==> config.mk <==
export PLATFORM = sky130hd
export DESIGN_NAME = vga_fb_reader
export DESIGN_NICKNAME = d
export VERILOG_FILES = /design/src/rtl/vga_fb_reader.sv
export SDC_FILE = /design/constraint.sdc
export NUM_CORES = 1
export LEC_CHECK = 0
export ABC_AREA = 1
export BUFFER_PORTS_ARGS = -buffer_cell sky130_fd_sc_hd__buf_2
export CAP_MARGIN = 20
export CORE_MARGIN = 4
export CORE_UTILIZATION = 45
export DETAILED_ROUTE_END_ITERATION = 10
export PLACE_DENSITY = 0.69
export SKIP_CTS_REPAIR_TIMING = 1
export SLEW_MARGIN = 0
export SYNTH_ARGS = -nofsm -noshare
export SYNTH_HDL_FRONTEND = slang
export SYNTH_SLANG_ARGS = --single-unit
==> constraint.sdc <==
create_clock -name clk -period 2.1 [get_ports clk]
set_input_delay 0.21 -clock clk [delete_from_list [all_inputs] [get_ports clk]]
set_output_delay 0.21 -clock clk [all_outputs]
set_load 0.02 [all_outputs]
==> src/rtl/vga_fb_reader.sv <==
// vga_fb_reader: read-side scan engine for the 12-bit dual-port frame buffer.
// Generates 640x480@60 VGA timing from the 25 MHz pixel clock. Drives the buffer
// read address for a 160x120 image shown 4x upscaled. Returns RGB444 with the
// syncs delayed to line up with the buffer's one-cycle read latency.
//
// Pipeline:
//   stage 0: h/v counters and frame_start
//   stage 1: addr_out registered
//   stage 2: data_in valid, delayed flags, combinational vga_rgb
//
// The timing parameters default to standard 640x480@60.
//
// Optional build macro FB_TEST_PATTERN_EN: when it is defined and pattern_sel=1,
// active pixels show eight 80-pixel colour bars instead of buffer data.
module vga_fb_reader #(
  parameter int AW         = 15,
  parameter int DW         = 12,
  parameter int IMG_W      = 160,
  parameter int IMG_H      = 120,
  parameter int SCALE_LOG2 = 2,
  parameter int H_ACTIVE   = 640,
  parameter int H_FP       = 16,
  parameter int H_SYNC     = 96,
  parameter int H_BP       = 48,
  parameter int V_ACTIVE   = 480,
  parameter int V_FP       = 10,
  parameter int V_SYNC     = 2,
  parameter int V_BP       = 33
) (
  input  logic          clk,
  input  logic          reset,
  output logic [AW-1:0] addr_out,
  input  logic [DW-1:0] data_in,
  input  logic          pattern_sel,
  output logic [DW-1:0] vga_rgb,
  output logic          vga_hsync,
  output logic          vga_vsync,
  output logic          vga_de,
  output logic          frame_start
);

  localparam int H_TOTAL = H_ACTIVE + H_FP + H_SYNC + H_BP;
  localparam int V_TOTAL = V_ACTIVE + V_FP + V_SYNC + V_BP;
  localparam int HW      = $clog2(H_TOTAL);
  localparam int VW      = $clog2(V_TOTAL);

  localparam logic [HW-1:0] H_LAST = HW'(H_TOTAL - 1);
  localparam logic [HW-1:0] H_ACT  = HW'(H_ACTIVE);
  localparam logic [HW-1:0] H_IMG  = HW'(IMG_W << SCALE_LOG2);
  localparam logic [HW-1:0] H_SS   = HW'(H_ACTIVE + H_FP);
  localparam logic [HW-1:0] H_SE   = HW'(H_ACTIVE + H_FP + H_SYNC);
  localparam logic [VW-1:0] V_LAST = VW'(V_TOTAL - 1);
  localparam logic [VW-1:0] V_ACT  = VW'(V_ACTIVE);
  localparam logic [VW-1:0] V_IMG  = VW'(IMG_H << SCALE_LOG2);
  localparam logic [VW-1:0] V_SS   = VW'(V_ACTIVE + V_FP);
  localparam logic [VW-1:0] V_SE   = VW'(V_ACTIVE + V_FP + V_SYNC);

  // Stage 0 state.
  // run is low for exactly one edge after reset. That edge parks the counters
  // at (0,0) and raises frame_start, so the scan restarts at (0,0) on the first
  // edge after reset is released.
  logic          run;
  logic [HW-1:0] h_cnt, h_nxt;
  logic [VW-1:0] v_cnt, v_nxt;

  // Stage 0 flags
  logic          de0, img0, hs0, vs0;
  logic [AW-1:0] addr_calc;

  // Stage 1 / stage 2 delayed flags
  logic          de_d1, img_d1, hs_d1, vs_d1;
  logic          img_d2;

  // Next counter position: wrap h at end of line, wrap v at end of frame
  always_comb begin
    h_nxt = h_cnt;
    v_nxt = v_cnt;
    if (!run) begin
      h_nxt = '0;
      v_nxt = '0;
    end else if (h_cnt == H_LAST) begin
      h_nxt = '0;
      v_nxt = (v_cnt == V_LAST) ? '0 : v_cnt + VW'(1);
    end else begin
      h_nxt = h_cnt + HW'(1);
    end
  end

  // Stage 0 counters and frame_start, which is aligned with the counters showing (0,0)
  always_ff @(posedge clk or posedge reset) begin
    if (reset) begin
      run         <= 1'b0;
      h_cnt       <= '0;
      v_cnt       <= '0;
      frame_start <= 1'b0;
    end else begin
      run         <= 1'b1;
      h_cnt       <= h_nxt;
      v_cnt       <= v_nxt;
      frame_start <= (h_nxt == '0) && (v_nxt == '0);
    end
  end

  // Stage 0 region and sync decode
  // Everything is held idle while run is low, so no stray pixel can enter the pipe.
  assign de0  = run && (h_cnt < H_ACT) && (v_cnt < V_ACT);
  assign img0 = de0 && (h_cnt < H_IMG) && (v_cnt < V_IMG);
  assign hs0  = !(run && (h_cnt >= H_SS) && (h_cnt < H_SE));
  assign vs0  = !(run && (v_cnt >= V_SS) && (v_cnt < V_SE));

  // Buffer address: (v/scale)*IMG_W + h/scale, truncated to AW bits
  assign addr_calc = AW'(v_cnt >> SCALE_LOG2) * AW'(IMG_W) + AW'(h_cnt >> SCALE_LOG2);

  // Stage 1: registered address plus first delay of the flags
  always_ff @(posedge clk or posedge reset) begin
    if (reset) begin
      addr_out <= '0;
      de_d1    <= 1'b0;
      img_d1   <= 1'b0;
      hs_d1    <= 1'b1;
      vs_d1    <= 1'b1;
    end else begin
      addr_out <= img0 ? addr_calc : '0;
      de_d1    <= de0;
      img_d1   <= img0;
      hs_d1    <= hs0;
      vs_d1    <= vs0;
    end
  end

  // Stage 2: second flag delay, which lines up with data_in
  always_ff @(posedge clk or posedge reset) begin
    if (reset) begin
      vga_de    <= 1'b0;
      img_d2    <= 1'b0;
      vga_hsync <= 1'b1;
      vga_vsync <= 1'b1;
    end else begin
      vga_de    <= de_d1;
      img_d2    <= img_d1;
      vga_hsync <= hs_d1;
      vga_vsync <= vs_d1;
    end
  end

`ifdef FB_TEST_PATTERN_EN
  // Colour-bar index, 0..7, for 80-pixel-wide bars across the active line
  localparam int BAR_W = H_ACTIVE / 8;

  logic [2:0] bar0, bar_d1, bar_d2;

  // Bar index at stage 0, from a compare ladder on h
  always_comb begin
    bar0 = '0;
    for (int i = 1; i < 8; i++)
      if (h_cnt >= HW'(i * BAR_W)) bar0 = 3'(i);
  end

  // Delay the bar index so it matches the stage 2 position
  always_ff @(posedge clk or posedge reset) begin
    if (reset) begin
      bar_d1 <= '0;
      bar_d2 <= '0;
    end else begin
      bar_d1 <= bar0;
      bar_d2 <= bar_d1;
    end
  end

  function automatic logic [DW-1:0] bar_color(input logic [2:0] idx);
    case (idx)
      3'd0:    bar_color = DW'(12'hFFF);
      3'd1:    bar_color = DW'(12'hFF0);
      3'd2:    bar_color = DW'(12'h0FF);
      3'd3:    bar_color = DW'(12'h0F0);
      3'd4:    bar_color = DW'(12'hF0F);
      3'd5:    bar_color = DW'(12'hF00);
      3'd6:    bar_color = DW'(12'h00F);
      default: bar_color = DW'(12'h000);
    endcase
  endfunction

  // Output pixel: the bars override buffer data on active pixels when selected
  always_comb begin
    vga_rgb = img_d2 ? data_in : '0;
    if (pattern_sel && vga_de) vga_rgb = bar_color(bar_d2);
  end
`else
  // This build has no test pattern. The port stays so board wiring is identical.
  logic unused_pattern_sel;
  assign unused_pattern_sel = pattern_sel;

  // Output pixel: buffer data inside the image, black elsewhere
  always_comb begin
    vga_rgb = img_d2 ? data_in : '0;
  end
`endif

endmodule

==> results.md <==
* Critical Path End Type: flip-flop
* Via count at 2506
* Placeable core area at around 6000 sq um
* Fin util at 57.5%
* Worst Setup Slack, final at -0.0856 ns
* R2R depth at 12
* Most frequent cells in the layout: nand2_1 (93), inv_1 (79), buf_2 (44)
* Die X at between 80 and 90 um
* Initial DRC count at 159
* IO Pins at 46
* Share of cells above drive strength 1 at 24.4%
* Total iterations of the first detailed-routing run at 4
* Skew-Pair Late Insertion Delay at 0.30 ns
* Synth warnings at 0
* Filler cells at 541
* Peak supply drop at 0.000282 V
* CP Data Required Time at between 2 and 2.5 ns
* Switching pwr at 0.405 mW
* Syn Area/Cell at 7.51 sq um
* GRT Total Usage at approximately 17%
* Starting Density at 46.8%
* Syn Inst Count at 373
* Reg clk slew, reported paths at 0.09 ns
* Final routed DRC violation total at 0
* Antenna Cells at 0
* Synthesized Nets at 409
* Num CTS Buffers at 5
* Status: finished, violations left
* H-tree depth at 2
* Post-Route WL at 5940 um
* Unrepaired setup endpoints after global routing: yes
* Final Hold Vio Count at 0
* Class of the worst hold path: flip-flop to flip-flop
* Tcrit/Tclk final at 104%
* Net Sw Frac at 25.8%
* WS Path Type: flip-flop to flip-flop
* DIE HEIGHT at 86.9 um
* Pwr/cell area at 455 nW/um^2
* Routability cong. at between 0.8 and 0.9
* Pin count of the biggest net entering global routing at 30
* Vias in the first global route at 2345
* CP max FO at 3
* Worst endpoint data arrival time at 2.42 ns
* Clock Skew at around 0.0070 ns
* IO Port Bufs at 44
* Clock Tree Buf Depth at 2
* Max Cap Viol at 0
* Post-synthesis sequential area ratio at 40.4%
* Finished Layout Cells at a little over 500
* Placed cell count at 506
* Final ANT Viol Nets at 0
* Netlist cell types at 29
* Cell Area, Synth at 2800 sq um
* Die footprint at 7550 sq um
* Initial antenna violation count at 0
* Pleak at 2.16 nW
* Worst flop-to-flop path startpoint: v_cnt[5]
* Int Power at 1.16 mW
* Area growth syn-to-layout at 23.0%
* Clk network pwr share at 35.5%
* Total congestion overflow at 0
* Failing checks: setup timing
* Fin. max-slew vios at 0
* Hold depth at 0
* Max Clk Rate at 0.458 GHz
* FF-to-FF setup slack at -0.09 ns
* Clock Tree Root: clkbuf_8
* Post-route minimum period at 2.19 ns
* First-pass GRT wire length at 10100 um
* DP Wirelength at 4600 um
* Final Power at 1.57 mW
* Final setup violating endpoints at 3
* Worst r2r dst: addr_out[14]
* Pre-CTS setup slack at -0.0502 ns
* CTS tree: yes
* Final nets at 477
* Site row count at 28
* Startpoint Class: flip-flop
* Most common cell after layout, fill and taps aside: nand2_1
* Hold Path End: vga_de
* Clock sinks at 45
* Yosys reg bits at 45
* Avg Vias per Cell at 4.85
* Hold Startpoint: de_d1
* Sequential share of power at around 57%
* Average wire per standard cell at 11.5 um
* Combinational share of power at 7.8%
worst max-delay path: stages, from the launching register on:
cell	delay (ns)
dfrtp_2	0.45
ha_4	0.28
ha_4	0.12
inv_2	0.03
fa_2	0.38
xnor2_2	0.20
buf_4	0.16
nand2_4	0.06
nor2_4	0.14
nand3_2	0.09
nand2_1	0.07
nand2_1	0.05
nor2_1	0.09
logic make-up after synthesis:
group | synth area share (%)
simple gates | 30.4
xor+xnor | 2.81
fa+ha+maj | 9.92
compound gates | 4.42
flops | 40.4
other cells | 0.134
buf+inv | 12.0
state kept, by name, indices dropped and copies added, names as in the netlist:
register / count
img_d1: 1
vs_d1: 1
de_d1: 1
h_cnt: 10
hs_d1: 1
vga_de: 1
run: 1
addr_out: 15
vga_vsync: 1
frame_start: 1
vga_hsync: 1
v_cnt: 10
img_d2: 1
per-layer routing:
metal	GRT usage (%)	routed length, um	up-vias
met5	0	0	-
met4	6.66	135	0
met3	3.03	457	14
met2	28.1	2820	80
met1	20.8	2530	1136
li1	-	-	1276
cell usage after synthesis:
| cell type | n | area share [%] |
|---|---|---|
| nand2_2 | 2 | 0.45 |
| conb_1 | 1 | 0.13 |
| nand2_1 | 94 | 13 |
| clkbuf_1 | 2 | 0.27 |
| nand4_1 | 8 | 1.8 |
| nor2_2 | 2 | 0.45 |
| o21ai_0 | 9 | 1.6 |
| inv_1 | 81 | 11 |
| nor2_8 | 1 | 0.71 |
| o211ai_1 | 1 | 0.27 |
| nor3_4 | 1 | 0.58 |
| ha_1 | 19 | 8.5 |
| buf_2 | 1 | 0.18 |
| nor3_1 | 2 | 0.36 |
| nor4_1 | 3 | 0.67 |
| buf_6 | 1 | 0.40 |
| dfstp_2 | 4 | 3.8 |
| a31oi_1 | 1 | 0.22 |
| inv_2 | 2 | 0.27 |
| nor4_4 | 1 | 0.76 |
| nand3_1 | 26 | 4.6 |
| nor2_1 | 40 | 5.4 |
| xnor2_1 | 1 | 0.31 |
| a21oi_1 | 13 | 2.3 |
| or2_2 | 1 | 0.22 |
| dfrtp_1 | 41 | 37 |
| nand3_2 | 5 | 1.8 |
| xor2_1 | 8 | 2.5 |
| fa_1 | 2 | 1.4 |
worst max path at each step:
stage,startpoint,to
floorplan,v_cnt[5],addr_out[14]
global placement,v_cnt[5],addr_out[14]
detailed placement,v_cnt[5],addr_out[14]
CTS,v_cnt[5],addr_out[14]
global route,v_cnt[5],addr_out[14]
finish,v_cnt[5],addr_out[14]
through the flow:
stage / hold WS [ns] / setup TNS (ns) / area (sq um)
2_1_floorplan: 0.331 / 0 / 2840
3_3_place_gp: 0.229 / -0.0121 / 3260
3_5_place_dp: 0.227 / -0.0915 / 3260
4_1_cts: -0.101 / -0.148 / 3350
5_1_grt: 0.366 / -0.606 / 3450
6_report: 0.354 / -0.139 / 3450
final cells by class:
cell class                      instances  area (sq um)  area share (%)
Inverter                               83           312            9.04
Clock buffer                            5          68.8            2.00
Clock inverter                          3          25.0           0.726
Sequential cell                        45          1130            32.9
Tap cell                               75          93.8            2.72
Multi-Input combinational cell        241          1430            41.6
Timing Repair Buffer                   65           380            11.0
power groups by stage:
stage | sequential (mW) | clock [mW] | combinational, mW
5_1_grt | 0.892 | 0.608 | 0.138
6_report | 0.889 | 0.558 | 0.122
3_5_place_dp | 0.906 | 0 | 0.123
2_1_floorplan | 0.909 | 0 | 0.0703
3_3_place_gp | 0.905 | 0 | 0.123
4_1_cts | 0.889 | 0.569 | 0.124
Power figures use the tool's default switching activity.
